--- src/rtl/onehot_regfile_pkg.sv ---
// Shared constants, types and helpers for the one-hot read register file.
package onehot_regfile_pkg;

    localparam int MAX_REGS = 32;
    localparam int MAX_AW   = 5;

    // Enables the sticky integrity flag on the read-select register.
    localparam bit oh_err_check = 1'b1;

    typedef logic [MAX_REGS-1:0] rd_sel_max_t;

    function automatic int addr_w(input int n);
        return (n <= 2) ? 1 : $clog2(n);
    endfunction

    function automatic rd_sel_max_t onehot_of(input logic [MAX_AW-1:0] idx);
        rd_sel_max_t sel;
        sel      = '0;
        sel[idx] = 1'b1;
        return sel;
    endfunction

endpackage

--- src/rtl/onehot_regfile_if.sv ---
// Write port, read port and status bundle of the one-hot read register file.
interface onehot_regfile_if #(
    parameter int NUM_REGS = 4,
    parameter int DATA_W   = 8
);
    import onehot_regfile_pkg::*;

    localparam int AW = addr_w(NUM_REGS);

    logic              wr_en_i;
    logic [AW-1:0]     wr_addr_i;
    logic [DATA_W-1:0] wr_data_i;
    logic              rd_req_i;
    logic [AW-1:0]     rd_addr_i;
    logic              rd_valid_o;
    logic [DATA_W-1:0] rd_data_o;
    logic              addr_err_o;
    logic              oh_err_o;

    modport master (
        output wr_en_i, wr_addr_i, wr_data_i, rd_req_i, rd_addr_i,
        input  rd_valid_o, rd_data_o, addr_err_o, oh_err_o
    );

    modport slave (
        input  wr_en_i, wr_addr_i, wr_data_i, rd_req_i, rd_addr_i,
        output rd_valid_o, rd_data_o, addr_err_o, oh_err_o
    );

endinterface

--- src/rtl/onehot_regfile_onehot_check.sv ---
// Combinational population check of a select vector: zero, one, or more bits set.
module onehot_check #(
    parameter int W = 4
) (
    input  logic [W-1:0] vec,
    output logic         multi_hot,
    output logic         nonzero
);

    // Clearing the lowest set bit leaves something only if two or more were set.
    assign multi_hot = |(vec & (vec - W'(1)));
    assign nonzero   = |vec;

endmodule

--- src/rtl/onehot_regfile.sv ---
// Register file with a registered one-hot read select feeding an AND-OR mux,
// plus a sticky integrity flag on the select register.
module onehot_regfile
    import onehot_regfile_pkg::*;
#(
    parameter int NUM_REGS = 4,
    parameter int DATA_W   = 8
) (
    input  logic                       clk_i,
    input  logic                       rst_ni,
    input  logic [NUM_REGS*DATA_W-1:0] init_data_i,
    onehot_regfile_if.slave            bus
);

    localparam int             AW         = addr_w(NUM_REGS);
    localparam logic [AW:0]    NUM_REGS_W = (AW+1)'(NUM_REGS);

    typedef logic [NUM_REGS-1:0]             rd_sel_t;
    typedef logic [NUM_REGS-1:0][DATA_W-1:0] reg_arr_t;

    reg_arr_t    regs_q, regs_d;
    rd_sel_t     oh_sel_q, oh_sel_d;
    logic        rd_valid_q, rd_valid_d;
    logic        addr_err_q, addr_err_d;
    logic        oh_err_q, oh_err_d;

    logic        wr_ok, rd_ok;
    logic        multi_hot, nonzero, oh_bad;
    reg_arr_t    and_terms;
    logic [DATA_W-1:0] mux_or;

    onehot_check #(.W(NUM_REGS)) u_check (
        .vec       (oh_sel_q),
        .multi_hot (multi_hot),
        .nonzero   (nonzero)
    );

    // A select bit without a pending valid read is as suspicious as two bits set.
    assign oh_bad = multi_hot || (nonzero && !rd_valid_q);

    always_comb begin
        wr_ok = bus.wr_en_i  && ({1'b0, bus.wr_addr_i} < NUM_REGS_W);
        rd_ok = bus.rd_req_i && ({1'b0, bus.rd_addr_i} < NUM_REGS_W);

        regs_d = regs_q;
        for (int k = 0; k < NUM_REGS; k++) begin
            if (wr_ok && (bus.wr_addr_i == AW'(k))) begin
                regs_d[k] = bus.wr_data_i;
            end
        end

        oh_sel_d   = rd_ok ? rd_sel_t'(onehot_of(MAX_AW'(bus.rd_addr_i))) : '0;
        rd_valid_d = bus.rd_req_i;
        addr_err_d = (bus.rd_req_i && !rd_ok) || (bus.wr_en_i && !wr_ok);
        oh_err_d   = oh_err_q || (oh_err_check && oh_bad);
    end

    always_ff @(posedge clk_i) begin
        if (!rst_ni) begin
            regs_q     <= init_data_i;
            oh_sel_q   <= '0;
            rd_valid_q <= 1'b0;
            addr_err_q <= 1'b0;
            oh_err_q   <= 1'b0;
        end else begin
            regs_q     <= regs_d;
            oh_sel_q   <= oh_sel_d;
            rd_valid_q <= rd_valid_d;
            addr_err_q <= addr_err_d;
            oh_err_q   <= oh_err_d;
        end
    end

    for (genvar k = 0; k < NUM_REGS; k++) begin : g_and
        assign and_terms[k] = regs_q[k] & {DATA_W{oh_sel_q[k]}};
    end

    always_comb begin
        mux_or = '0;
        for (int k = 0; k < NUM_REGS; k++) begin
            mux_or = mux_or | and_terms[k];
        end
    end

    assign bus.rd_valid_o = rd_valid_q;
    assign bus.rd_data_o  = oh_bad ? '0 : mux_or;
    assign bus.addr_err_o = addr_err_q;
    assign bus.oh_err_o   = oh_err_q;

endmodule

--- src/flat_wrapper.sv ---
// flat-port wrapper written by rule: the top's interface ports become plain ports
module onehot_regfile_flat import onehot_regfile_pkg::*;
#(
    parameter int NUM_REGS = 4,
    parameter int DATA_W   = 8
)
  (clk_i, rst_ni, init_data_i, bus_wr_en_i, bus_wr_addr_i, bus_wr_data_i, bus_rd_req_i, bus_rd_addr_i, bus_rd_valid_o, bus_rd_data_o, bus_addr_err_o, bus_oh_err_o);
  onehot_regfile_if #(.NUM_REGS(NUM_REGS), .DATA_W(DATA_W)) bus_i ();
  input  logic clk_i;
  input  logic rst_ni;
  input  logic [NUM_REGS*DATA_W-1:0] init_data_i;
  input wire logic [$bits(bus_i.wr_en_i)-1:0] bus_wr_en_i;
  input wire logic [$bits(bus_i.wr_addr_i)-1:0] bus_wr_addr_i;
  input wire logic [$bits(bus_i.wr_data_i)-1:0] bus_wr_data_i;
  input wire logic [$bits(bus_i.rd_req_i)-1:0] bus_rd_req_i;
  input wire logic [$bits(bus_i.rd_addr_i)-1:0] bus_rd_addr_i;
  output wire logic [$bits(bus_i.rd_valid_o)-1:0] bus_rd_valid_o;
  output wire logic [$bits(bus_i.rd_data_o)-1:0] bus_rd_data_o;
  output wire logic [$bits(bus_i.addr_err_o)-1:0] bus_addr_err_o;
  output wire logic [$bits(bus_i.oh_err_o)-1:0] bus_oh_err_o;
  assign bus_i.wr_en_i = bus_wr_en_i;
  assign bus_i.wr_addr_i = bus_wr_addr_i;
  assign bus_i.wr_data_i = bus_wr_data_i;
  assign bus_i.rd_req_i = bus_rd_req_i;
  assign bus_i.rd_addr_i = bus_rd_addr_i;
  assign bus_rd_valid_o = bus_i.rd_valid_o;
  assign bus_rd_data_o = bus_i.rd_data_o;
  assign bus_addr_err_o = bus_i.addr_err_o;
  assign bus_oh_err_o = bus_i.oh_err_o;
  onehot_regfile #(.NUM_REGS(NUM_REGS), .DATA_W(DATA_W)) u_core (.clk_i(clk_i), .rst_ni(rst_ni), .init_data_i(init_data_i), .bus(bus_i));
endmodule
--- config.mk ---
export PLATFORM = sky130hd
export DESIGN_NAME = onehot_regfile_flat
export DESIGN_NICKNAME = d
export VERILOG_FILES = /design/src/rtl/onehot_regfile_pkg.sv /design/src/rtl/onehot_regfile_if.sv /design/src/rtl/onehot_regfile_onehot_check.sv /design/src/rtl/onehot_regfile.sv /design/src/flat_wrapper.sv
export SDC_FILE = /design/constraint.sdc
export NUM_CORES = 1
export LEC_CHECK = 0
export BUFFER_PORTS_ARGS = -buffer_cell sky130_fd_sc_hd__buf_2
export CORE_MARGIN = 2
export CORE_UTILIZATION = 30
export DETAILED_ROUTE_END_ITERATION = 7
export SYNTH_ARGS = -nofsm -noshare
export SYNTH_HDL_FRONTEND = slang
export SYNTH_SLANG_ARGS = --single-unit
--- constraint.sdc ---
create_clock -name clk_i -period 1.7 [get_ports clk_i]
set_input_delay 0.085 -clock clk_i [delete_from_list [all_inputs] [get_ports clk_i]]
set_output_delay 0.085 -clock clk_i [all_outputs]
set_load 0.01 [all_outputs]
==> key figures <==
Status
  – Outcome: finished, final reports clean

STA
  – Final worst slack: roughly 0.08 ns
  – Final Cycle Share: 0.953
  – Fin Setup TNS: 0 ns
  – Slew Limit Fails: 0
  – Unrepaired setup endpoints after global routing: no
  – Worst hold slack: a little under 0.06 ns
  – Endpoints failing setup: 0
  – Final hold vios: 0
  – Min cycle time layout: 1.62 ns
  – Worst-case clock skew: roughly 0.008 ns
  – Fmax achieved: just over 600 MHz

Synth
  – Seq/Total Area, Yosys: 0.607
  – Syn Std Cell Area: roughly 1800 sq um
  – Warnings from Yosys: 0
  – Synth Area per Inst: about 11 sq um
  – Yosys cell types: 22
  – Dominant cells by area after synthesis: edfxtp_1, o21ai_0, inv_1
  – Asr flop ratio synth: 0
  – Cell count after synthesis: approximately 170
  – Most common library cells after synthesis: o21ai_0, inv_1, edfxtp_1
  – Syn Nets: between 200 and 250
  – EDFF count, synth: 32
  – Count leader, synth: o21ai_0
  – Synth area leader: edfxtp_1
  – Register bit count reported by yosys: 38
  – Yosys top cell area share: 0.540
  – Top FF cell, synth: edfxtp_1

CTS
  – Root Driver: clkbuf_8
  – Cts bufs inserted: 5
  – CTS Sinks: 38
  – TritonCTS clock tree: built
  – Worst skew pair latency: 0.29 ns
  – # H-tree levels: 2
  – Clock transition at the registers of the reported paths: 0.07 ns
  – Clk buf depth: 2

Power and ir drop
  – Sw frac: 0.206
  – PD cells: about 960 nW/um^2
  – Sw Pwr: approximately 470 uW
  – Peak supply drop: between 0.3 and 0.4 mV
  – Clock network power share: 0.392
  – Leak: between 0.001 and 0.0015 uW
  – Logic pwr share: 0.108
  – Pint: about 1800 uW
  – Share of power burned in registers: 0.500

Place
  – Gpl congestion: between 0.7 and 0.8
  – Port Buffers: between 50 and 60
  – Post-DP Area: 2160 sq um
  – Hpwl dp: approximately 2.9 mm
  – DP Worst Slack: between 0.2 and 0.3 ns

Worst setup path
  – Critical Path Max Stage Delay: approximately 0.36 ns
  – CP max-delay cell: a2111oi_4
  – Reg2Reg Launch Point: u_core.bus.rd_valid_o
  – Critical path launch point type: register
  – Crit end category: output port
  – Crit Path Category: register to output port
  – Crit path from: u_core.bus.rd_valid_o
  – CP arrival: approximately 1.5 ns
  – CP Cell Sequence: inv_1, a2111oi_4, a21oi_4, buf_4, a21oi_1, buf_2
  – Crit Path Max Fanout: 4
  – WP data required: between 1.5 and 2 ns

Detailed routing
  – Via density per instance: 4.37
  – Final WL: about 3.9 mm
  – First DRT Iteration DRCs: 119
  – Routed Antenna Nets: 0
  – WL/cell: roughly 12 um
  – DR DRC count: 0
  – Via count: approximately 1.4k
  – Number of iterations in the first detailed-routing pass: 4

Global routing
  – All-Layer GR Usage: 0.129
  – First-pass GRT wire length: between 6 and 7 mm
  – Largest net degree at the start of global routing: 32
  – Initial antenna violation count: 0
  – GRT overflow: 0
  – Vias in the first global route: 1,281

Floorplan
  – Initial Util: 0.306
  – Row count: 28
  – Chip width: 81.0 um
  – Number of top-level pins: 59
  – Die area: between 6000 and 7000 sq um
  – Placeable Area: 5820 sq um
  – Die height: slightly above 80 um

Final layout
  – Syn-to-layout area delta: 33.6%
  – Diode count: 0
  – Share of post-route cells with drive strength above 1: 0.387
  – Finished Cell Area: about 2400 sq um
  – Final nets: around 280

Min path
  – Hold_sp: bus_rd_req_i
  – Worst hold-check path type: primary input to register

Job
  – MaxCap Viol Count: 0
-- stage by stage --
step                      cells  total power, uW   util
after floorplan             166             1280      -
after global placement      297             1400  0.371
after detailed placement    297             1400  0.371
after CTS                   310             2310  0.404
after global routing        310             2410  0.409
final                       310             2290  0.409
-- area by class of cell --
class,count,area (sq um)
Fill cell,597,3440
Timing Repair Buffer,71,414
Inverter,37,139
Clock buffer,5,68.8
Clock inverter,3,68.8
Multi-Input combinational cell,81,503
Tap cell,75,93.8
Sequential cell,38,1090
-- path summary, 6_finish.rpt --
kind | end | slack [ns] | depth (start not counted)
max reg2reg | u_core.bus.oh_err_o | 0.46 | 5
min | u_core.bus.rd_valid_o | 0.06 | 3
max | bus_rd_data_o[2] | 0.08 | 6
min reg2reg | u_core.bus.oh_err_o | 0.46 | 1
-- flip-flops by register name, indices dropped and copies added, names as in the netlist --
signal	count
u_core.bus.rd_valid_o	1
u_core.oh_sel_q	4
u_core.bus.oh_err_o	1
u_core.regs_q	32
-- power by group through the flow --
stage          Sequential [uW]  Combinational (uW)  Clock [uW]
4_1_cts                   1150                 246         919
5_1_grt                   1150                 282         975
3_5_place_dp              1170                 235           0
3_3_place_gp              1160                 233           0
6_report                  1140                 248         899
2_1_floorplan             1160                 125           0
-- timing repair --
item                                   CTS  global route
buffers inserted                         2             0
gates resized for setup                  4             9
endpoints found under the hold margin    3             0
pin swaps                                1             1
hold buffers                             3             0
setup endpoints to repair                5             7
-- worst max-delay path: cells and delay by family (launching register included) --
kind	cells	cell delay, ns
AOI/OAI and AO/OA	3	0.51
buffers and inverters	3	0.38
DFF	1	0.35
-- per-layer routing --
layer,GRT usage,part of all wire,vias up
li1,-,-,707
met1,0.162,0.44,603
met2,0.207,0.50,43
met3,0.0422,0.053,2
met4,0.0508,0.010,0
met5,0,0,-
-- cells in the final DEF, fill, tap and decap left out, drive strengths merged, types with 2 or more instances in the layout --
master,Yosys,routed
edfxtp,32,32
bufinv,0,2
nor3b,2,2
dlygate4sd3,0,3
dfxtp,6,6
inv,37,37
clkbuf,4,5
a22oi,16,16
buf,6,68
nand2,10,10
o21ai,36,36
a21oi,9,9
-- cell families after synthesis --
family                     count (synthesis)  synth area share
and+or+nand+nor                           16            0.0415
AOI/OAI and AO/OA                         63             0.220
adders and majority gates                  1           0.00632
DFF                                       38             0.607
other                                      1           0.00211
buffers and inverters                     47             0.123
Note: power is estimated with default switching activity, not from simulation.
